===== config.mk =====
export PLATFORM = sky130hd
export DESIGN_NAME = mod_step
export DESIGN_NICKNAME = d
export VERILOG_FILES = /design/src/rtl/serial_mod_n_checker_pkg.sv /design/src/rtl/serial_mod_n_checker_mod_step.sv
export SDC_FILE = /design/constraint.sdc
export NUM_CORES = 1
export LEC_CHECK = 0
export CAP_MARGIN = 20
export CORE_AREA = 2 2 39 41
export DETAILED_ROUTE_END_ITERATION = 16
export DIE_AREA = 0 0 41 43
export PLACE_DENSITY = 0.51
export SYNTH_ARGS = -nofsm -noshare
export SYNTH_HDL_FRONTEND = slang
export SYNTH_SLANG_ARGS = --single-unit

===== constraint.sdc =====
create_clock -name vclk -period 1.65
set_input_delay 0.2475 -clock vclk [all_inputs]
set_output_delay 0.2475 -clock vclk [all_outputs]
set_load 0.005 [all_outputs]

===== src/rtl/serial_mod_n_checker_pkg.sv =====
// Shared definitions for the serial modulo-N checker.
// Holds the frame state encoding and the default widths used by the
// checker top, its arithmetic core and the stream interface.
package serial_mod_pkg;

  localparam int DW_DEFAULT       = 4;
  localparam int MAX_BITS_DEFAULT = 32;

  typedef enum logic [0:0] {
    ST_IDLE   = 1'b0,
    ST_ACTIVE = 1'b1
  } state_t;

endpackage


===== src/rtl/serial_mod_n_checker_mod_step.sv =====
// mod_step: one-bit step of an MSB-first running remainder modulo n.
// Ports:
//   base     in  DW  remainder before this bit (must be < n)
//   bit_in   in  1   incoming data bit
//   n        in  DW  modulus; 0 means "no modulus", result forced to 0
//   next_rem out DW  (2*base + bit_in) mod n
//   zero     out 1   next_rem is 0 and n is a real modulus
// Because base < n, t = 2*base + bit_in < 2n, so one conditional
// subtraction completes the reduction.
module mod_step #(
  parameter int DW = serial_mod_pkg::DW_DEFAULT
) (
  input  logic [DW-1:0] base,
  input  logic          bit_in,
  input  logic [DW-1:0] n,
  output logic [DW-1:0] next_rem,
  output logic          zero
);

  logic [DW:0] t_s;
  logic [DW:0] n_ext_s;

  // Doubling plus bit, then a single conditional subtraction.
  always_comb begin
    t_s      = {base, bit_in};
    n_ext_s  = {1'b0, n};
    next_rem = {DW{1'b0}};
    zero     = 1'b0;
    if (n == {DW{1'b0}}) begin
      next_rem = {DW{1'b0}};
      zero     = 1'b0;
    end else if (t_s >= n_ext_s) begin
      next_rem = DW'(t_s - n_ext_s);
      zero     = (DW'(t_s - n_ext_s) == {DW{1'b0}});
    end else begin
      next_rem = t_s[DW-1:0];
      zero     = (t_s[DW-1:0] == {DW{1'b0}});
    end
  end

endmodule


### Word-level counts from Yosys, hierarchy flattened

Index checks and enable logic that the tools add are counted.

| word-level totals | value |
|---|---|
| flip-flop bits (word level) | 0 |
| latch bits | 0 |
| bits in writable memories | 0 |
| bits in read-only memories | 0 |
| bits of input ports | 9 |
| output and inout port bits | 5 |
| memories | 0 |

| operators by class | value |
|---|---|
| add/subtract/negate cells | 1 |
| $mul | 0 |
| div/mod/pow operators | 0 |
| order comparisons | 1 |
| eq/ne operators | 0 |
| shift-type cells | 0 |
| multiplexer cells | 4 |
| bitwise logic cells | 0 |
| reduce and logical (&&, ||, !) cells | 3 |

Operators by type and width:

| operator | number |
|---|---|
| logical NOT 4 bit | 3 |
| 2-to-1 mux 4 bit | 2 |
| greater-or-equal comparator 5 x 4 -> 1 bit | 1 |
| subtractor 4 bit | 1 |
| 2-to-1 mux 1 bit | 2 |

### Longest topological paths before layout

Gate-level depths: netlist of run 1.

| depth | value |
|---|---|
| depth after elaboration | 4 |
| gate-level depth with buffers | 8 |
| depth with buffers taken out | 8 |

### Worst setup path before layout of run 1

No wires, ideal clock.

| timing path | value |
|---|---|
| path type | input-to-output |
| start point | in bit_in |
| end point | out zero |
| arrival time | 1488 ps |
| slack | -86 ps |
| stages | 8 |
| path buffers | 0 |
| cells stage by stage | inv_1 > ha_1 > inv_1 > fa_1 > xor2_1 > nor4b_1 > nand3_1 > o32ai_2 |

| on the way | value |
|---|---|
| longest elaborated chain between the ends | 4 |
| elaborated cells on any way between the ends | 6 |

RTL lines:

| element | RTL line | RTL |
|---|---|---|
| from (decl) | serial_mod_n_checker_mod_step.sv:14 | `input logic bit_in,` |
| subtractor 4 bit | serial_mod_n_checker_mod_step.sv:34 | `zero = (DW'(t_s - n_ext_s) == {DW{1'b0}});` |
| logical NOT 4 bit | serial_mod_n_checker_mod_step.sv:34 |  |
| 2-to-1 mux 1 bit * | serial_mod_n_checker_mod_step.sv:32 | `end else if (t_s >= n_ext_s) begin` |
| 2-to-1 mux 1 bit * | serial_mod_n_checker_mod_step.sv:29 | `if (n == {DW{1'b0}}) begin` |
| to (decl) | serial_mod_n_checker_mod_step.sv:17 | `output logic zero` |

Every way passes the cells marked *; elsewhere a longest branch is shown, timed or not.

### Worst setup path in the final report of run 1

Ends and elaborated chain as after synthesis.

==> results of run 1 <==
## cell type report
type               instances  share of cell area, %
multi-input cells         34                   55.5
repair buffers            34                   38.1
inverters                  6                   3.72
well taps                 16                   2.71
## power by group through the flow
stage / clock, mW / sequential (mW) / combinational [mW]
after global routing: 0 / 0 / 0.305
final: 0 / 0 / 0.280
after global placement: 0 / 0 / 0.215
after CTS: 0 / 0 / 0.256
after floorplan: 0 / 0 / 0.0997
after detailed placement: 0 / 0 / 0.217
## cell usage after synthesis
cell type and count:
nand2_1 1, nor3_1 3, nor4b_1 1, o21ai_0 3, nor2_2 1, a21oi_1 4
o32ai_2 1, o21a_2 1, xor2_1 2, fa_1 1, or4_1 1, a211oi_2 1
nand3_1 2, ha_1 4, or2_4 1, nand2b_1 1, a211o_1 1, nor2b_1 1
o2bb2ai_1 1, nor4_4 1, nor4_1 1, inv_1 6, a211oi_4 1
## how the worst max path moves through the flow
stage	end	slack, ns	cells past startpoint
2_1_floorplan	zero	-0.09	8
6_report	zero	-0.28	10
4_1_cts	zero	-0.36	10
3_5_place_dp	zero	-1.19	9
3_3_place_gp	zero	-1.15	9
5_1_grt	zero	-0.35	10
## cells by family after synthesis
group                    after synthesis  synth area share, %
AO/OA/AOI/OAI                         13                 34.4
XOR/XNOR                               2                 5.47
adder cells (fa/ha/maj)                5                 21.9
buffers and inverters                  6                 7.03
AND/OR/NAND/NOR                       14                 31.3
## per-layer routing
layer,vias up,share of wire [%],GRT usage [%]
met2,13,57,31.3
met3,4,4.7,0.524
li1,221,-,-
met4,0,2.6,4.00
met5,-,0,0
met1,199,36,17.0
## worst max-delay path, delay by kind of cell
family                     cells  cell delay (ns)
buffers and inverters          4             0.34
adders and majority gates      2             0.48
and+or+nand+nor                2             0.35
AOI/OAI and AO/OA              1             0.11
xor gates and xnor gates       1             0.17
## repair_timing
action | CTS | global route
setup buffers | 5 | 1
pin swaps | 19 | 13
resized for setup | 73 | 10
gates cloned | 0 | 0
hold buffers | 0 | 0
setup endpoints to repair | 5 | 5
==> results.json, run 1 <==
{
  "swShare_pct": 44.0,
  "area_growth_pct": 131,
  "wl_per_cell_um": 13.6,
  "io_buffers": 14,
  "dp_hpwl_um": 860,
  "synthDominantCellAreaShare_pct": 15.6,
  "slowest_delay_ns": 0.35,
  "place_congestion": 0.750,
  "dp_slack_ns": -1.19,
  "power_frac_seq_pct": 0,
  "relSlewSlack_pct": 72.0,
  "dp.cells": 84,
  "tns_ns": -1.17,
  "fin_crit_sh_pct": 117,
  "status": "finished with violations",
  "syn_inst": 40,
  "grt_pass1_vias": 472,
  "fp.dieW_um": 41,
  "crit_type": "in -> out",
  "cp.required_ns": 1.40,
  "crit_path_start": "bit_in",
  "start_util_pct": 23.1,
  "rows": 14,
  "die_h_um": 43,
  "final_cell_mix": "18 x buf_4, 5 x buf_6, 5 x buf_2",
  "maxCapViolCount": 0,
  "setup_ws_ns": -0.281,
  "final_nets": 90,
  "overflow": 0,
  "rsz0062_at_grt": "true",
  "holdWs_ns": 0.891,
  "numSequentialCells": 0,
  "fin_crit_ns": 1.93,
  "crit_slowest_cell": "fa_2",
  "ir_worst_vdd_mv": 0.141,
  "drive_above_1_share_pct": 77.0,
  "setup_viol": 5,
  "drv_slew": 0,
  "grt_max_degree": 6,
  "syn_area_per_cell_um2": 8.01,
  "vias": 437,
  "layout_commonest_cell": "buf_4",
  "path_max_fanout": 2,
  "power_uw": 280,
  "worstMarginPinSlew_ns": 0.418,
  "worstHoldStart": "base[1]",
  "fin_cells": 90,
  "fmax_mhz": 518,
  "regArea_um2": 0,
  "grt_antenna_before_repair": 0,
  "finalInstanceArea_um2": 739,
  "violations": "negative setup slack",
  "static-leakage-power_nw": 0.308,
  "path_cells": "buf_6 -> inv_4 -> ha_4 -> inv_2 -> fa_2 -> xor2_2 -> nor4b_2 -> nand3_1 -> o32ai_2 -> buf_2",
  "syn_nets": 54,
  "finalHoldViolations": 0,
  "cp-end-kind": "output port",
  "worstHoldPathCells": 4,
  "final_util_pct": 53.4,
  "hold_class": "in -> out",
  "antenna_left": 0,
  "p_per_area_nw_per_um2": 379,
  "yosysWarnings": 0,
  "viasPerCell": 4.86,
  "fill_cells": 127,
  "grt_use_total_pct": 16.0,
  "drc_errors": 0,
  "diodes": 0,
  "io_pins": 14,
  "yosysUniqueCellTypes": 23,
  "drt_iter0_drc": 8,
  "arrival_ns": 1.68,
  "grt_pass1_wl_mm": 1.98,
  "p_clk_share_pct": 0,
  "synth_seq_area_share_pct": 0,
  "core_um2": 1380,
  "wl_mm": 1.23,
  "internal-power_uw": 157,
  "clockBufferCount": 0,
  "ys_top_cells_by_area": "ha_1 16%, inv_1 7.0%, nor4_4 6.6%",
  "netlist_area_um2": 320,
  "first_pass_iters": 4,
  "die_area_um2": 1760,
  "pwr-share-comb_pct": 100.0,
  "p_switching_uw": 123,
  "start_kind": "primary input",
  "hold_end": "zero",
  "multiInputGateArea_um2": 410,
  "yosysTopAreaCell": "ha_1",
  "place_area_um2": 586
}
Note: power is estimated with default switching activity, not from simulation.
==> run 2: changes to the inputs <==
- CAP_MARGIN: 20 -> 15
- REMOVE_ABC_BUFFERS: unset -> 1
==> results.json, run 2 (synthesis results as in run 1) <==
{
  "dr_wl_met2_um": 581,
  "final_nets": 90,
  "arrival_ns": 1.67,
  "drc_errors": 0,
  "worstHoldStart": "base[1]",
  "die_h_um": 43,
  "drv_slew": 0,
  "crit_path_start": "bit_in",
  "io_buffers": 14,
  "overflow": 0,
  "die_area_um2": 1760,
  "clockBufferCount": 0,
  "place_congestion": 0.697,
  "path_cells": "buf_8 -> inv_4 -> ha_4 -> inv_2 -> fa_2 -> nor4b_2 -> nand3_1 -> o32ai_2 -> buf_2",
  "path_max_fanout": 2,
  "status": "finished with violations",
  "multiInputGateArea_um2": 410,
  "final_cell_mix": "19 x buf_4, 6 x buf_2, 4 x ha_4, 4 x buf_6",
  "relSlewSlack_pct": 72.9,
  "first_pass_iters": 2,
  "core_um2": 1380,
  "fill_cells": 127,
  "fp.dieW_um": 41,
  "fin_crit_sh_pct": 116,
  "start_util_pct": 23.1,
  "crit_slowest_cell": "fa_2",
  "crit_family": "adder cells",
  "numSequentialCells": 0,
  "area_growth_pct": 126,
  "grt_antenna_before_repair": 0,
  "fin_crit_ns": 1.92,
  "power_uw": 261,
  "diodes": 0,
  "grt_pass1_vias": 428,
  "wl_met3_um": 54,
  "antenna_left": 0,
  "static-leakage-power_nw": 0.306,
  "grt_pass1_wl_mm": 1.76,
  "setup_ws_ns": -0.265,
  "fmax_mhz": 522,
  "routedLengthMet1_um": 410,
  "finalHoldViolations": 0,
  "tns_ns": -0.937,
  "start_kind": "primary input",
  "slowest_delay_ns": 0.45,
  "wl_mm": 1.05,
  "violations": "negative setup slack",
  "cp-endpoint": "zero",
  "highest_layer": "met3",
  "cp-end-kind": "output port",
  "rows": 14,
  "regArea_um2": 0,
  "critPathBufInv": 4,
  "worstMarginPinSlew_ns": 0.404,
  "dp_hpwl_um": 835,
  "cp.depth": 9,
  "viasPerCell": 4.79,
  "grt_max_degree": 6,
  "layout_commonest_cell": "buf_4",
  "setup_viol": 5,
  "cp.required_ns": 1.40,
  "hold_class": "in -> out",
  "wl_per_cell_um": 11.6,
  "p_per_area_nw_per_um2": 361,
  "rsz0062_at_grt": "true",
  "ir_worst_vdd_mv": 0.141,
  "io_pins": 14,
  "drt_iter0_drc": 1,
  "drive_above_1_share_pct": 74.3,
  "crit_type": "in -> out",
  "maxCapViolCount": 0,
  "vias": 431,
  "grt_use_total_pct": 13.6
}
[run 2: what timing repair did]
| item | in CTS | in global routing |
|---|---|---|
| buffers inserted | 2 | 1 |
| pin swaps | 14 | 9 |
| hold buffers | 0 | 0 |
| gates resized for setup | 69 | 12 |
| endpoints found under the setup margin | 5 | 5 |
[run 2: worst min-delay path by stage]
stage / to / slack (ns) / cells past startpoint
4_1_cts: next_rem[2] / 0.88 / 4
5_1_grt: next_rem[2] / 0.90 / 4
2_1_floorplan: next_rem[1] / 0.61 / 2
6_report: next_rem[2] / 0.89 / 4
3_5_place_dp: next_rem[2] / 1.58 / 4
3_3_place_gp: next_rem[2] / 1.58 / 4
[run 2: layout make-up]
class	instances	share of cell area [%]
inverters	6	3.81
repair buffers	34	36.7
multi-input cells	34	56.7
well taps	16	2.77
[run 2: layer usage]
layer	vias to the layer above	track usage, %
met5	-	0
met4	0	0
met3	0	0
met2	9	26.3
met1	203	16.7
li1	219	-
[run 2: stage by stage]
stage	std cells	setup slack, ns	cell area, um2	util (%)	hold WS (ns)
after floorplan	40	-0.0860	320	-	0.612
after global placement	87	-1.20	608	43.9	1.58
after detailed placement	87	-1.20	608	43.9	1.58
after CTS	89	-0.320	694	50.2	0.882
after global routing	90	-0.339	723	52.3	0.902
final	90	-0.265	723	52.3	0.886
[run 2: worst min-delay path: cells and delay by family]
family	cells	cell delay (ns)
buffers and inverters	2	0.22
and+or+nand+nor	1	0.06
AOI/OAI and AO/OA	1	0.11
[run 2: power breakdown]
part / switching, mW / total [mW] / leakage [nW] / internal [mW]
clock network: 0 / 0 / 0 / 0
logic: 0.114 / 0.261 / 0.306 / 0.147
registers: 0 / 0 / 0 / 0
==> variant: new RTL, config.mk and constraints of run 2 <==
Set the package constant `DW_DEFAULT` to 6 (it was 4).
--- a/src/rtl/serial_mod_n_checker_pkg.sv
+++ b/src/rtl/serial_mod_n_checker_pkg.sv
@@ -4,5 +4,5 @@
 package serial_mod_pkg;
 
-  localparam int DW_DEFAULT       = 4;
+  localparam int DW_DEFAULT       = 6;
   localparam int MAX_BITS_DEFAULT = 32;
 
Ports: changed (resized base, n and next_rem); port bits go from 14 to 20. No check against the original RTL was run, so the function may have changed too.
==> variant against run 2 <==
- die area unchanged
- via count up 66%
- sequential share of layout area unchanged
- utilization up 27 points
- the flow still finishes with violations (negative setup slack)
- worst setup slack worse by 0.34 ns
- critical path type unchanged
- area after synthesis up 40%
- final area up 52%
- fmax down 15%
- largest power group unchanged
- routed wire length up 97%
- power up 61%
==> variant: results (changes against run 2) <==
outcome = finished with violations
routability cong. = 0.826 (+19%)
Adder-Cell Fraction of Synth Area = 21.2% (-0.65 points)
IO Port Bufs = 20 (+6)
worst setup margin = -0.605 ns (-0.340 ns)
Fill cells = 106 (-17%)
Cells after Synth = 63 (+57%)
worst path arrival time = 2.01 ns (+0.34 ns)
share of cells above drive strength 1 = 71.7% (-2.7 points)
flip-flop and latch count = 0 (unchanged)
gr usage total = 22.7% (+9.1 points)
vias in the first global route = 646 (+51%)
DPL Wire Length = 1290 um (+54%)
worst stage delay on the critical path = 0.41 ns (-0.04 ns)
compound-gate portion of the synthesized area = 36.0% (+1.7 points)
Final setup viols = 7 (+2)
Worst-Margin Slew = 0.241 ns (-0.163 ns)
failing checks = negative setup slack
Min Hold Slack = 0.969 ns (+0.0831 ns)
Largest delay share family, worst path = compound AO/OA/AOI/OAI gates
placed cells = 125 (+44%)
top area cells in the synthesized netlist = ha_1 17%, a21oi_1 6.7%, inv_1 5.9%, nor2_1 5.0%, fa_1 4.5%
Lkg Pwr = 0.496 nW (+62%)
final instance count without filler cells = 136 (+51%)
pre-CTS setup slack = -1.44 ns (-0.245 ns)
maximum vdd ir drop = 0.000220 V (+56%)
Avg WL per Cell = 15.2 um (+30%)
Vias = 717 (+66%)
hold path cells = 5 (+1)
largest net degree at the start of global routing = 8 (+2)
setup TNS = -2.83 ns (-1.89 ns)
Hold EP = next_rem[4]
-- variant: routing by layer --
| layer | GRT usage, % | part of all wire, % | wire [um] |
|---|---|---|---|
| met5 | 0 | 0 | 0 |
| met4 | 0 | 2.6 | 53 |
| met3 | 0 | 4.9 | 100 |
| met2 | 41.3 | 54 | 1110 |
| met1 | 30.3 | 39 | 803 |
-- variant: what timing repair did --
item | 4_1_cts | 5_1_grt
pin swaps | 20 | 20
setup endpoints to repair | 7 | 7
setup buffers | 8 | 3
hold buffers | 0 | 0
hold endpoints to repair | 0 | 0
resized for setup | 92 | 29
-- variant: final cells by class --
type               instances  area [sq um]  area share (%)
repair buffers            57           445            40.6
multi-input cells         56           599            54.7
well taps                 16          20.0            1.83
inverters                  7          31.3            2.85
-- variant: power breakdown --
| group | switching, mW | internal (mW) |
|---|---|---|
| Sequential | 0 | 0 |
| Clock | 0 | 0 |
| Combinational | 0.184 | 0.237 |
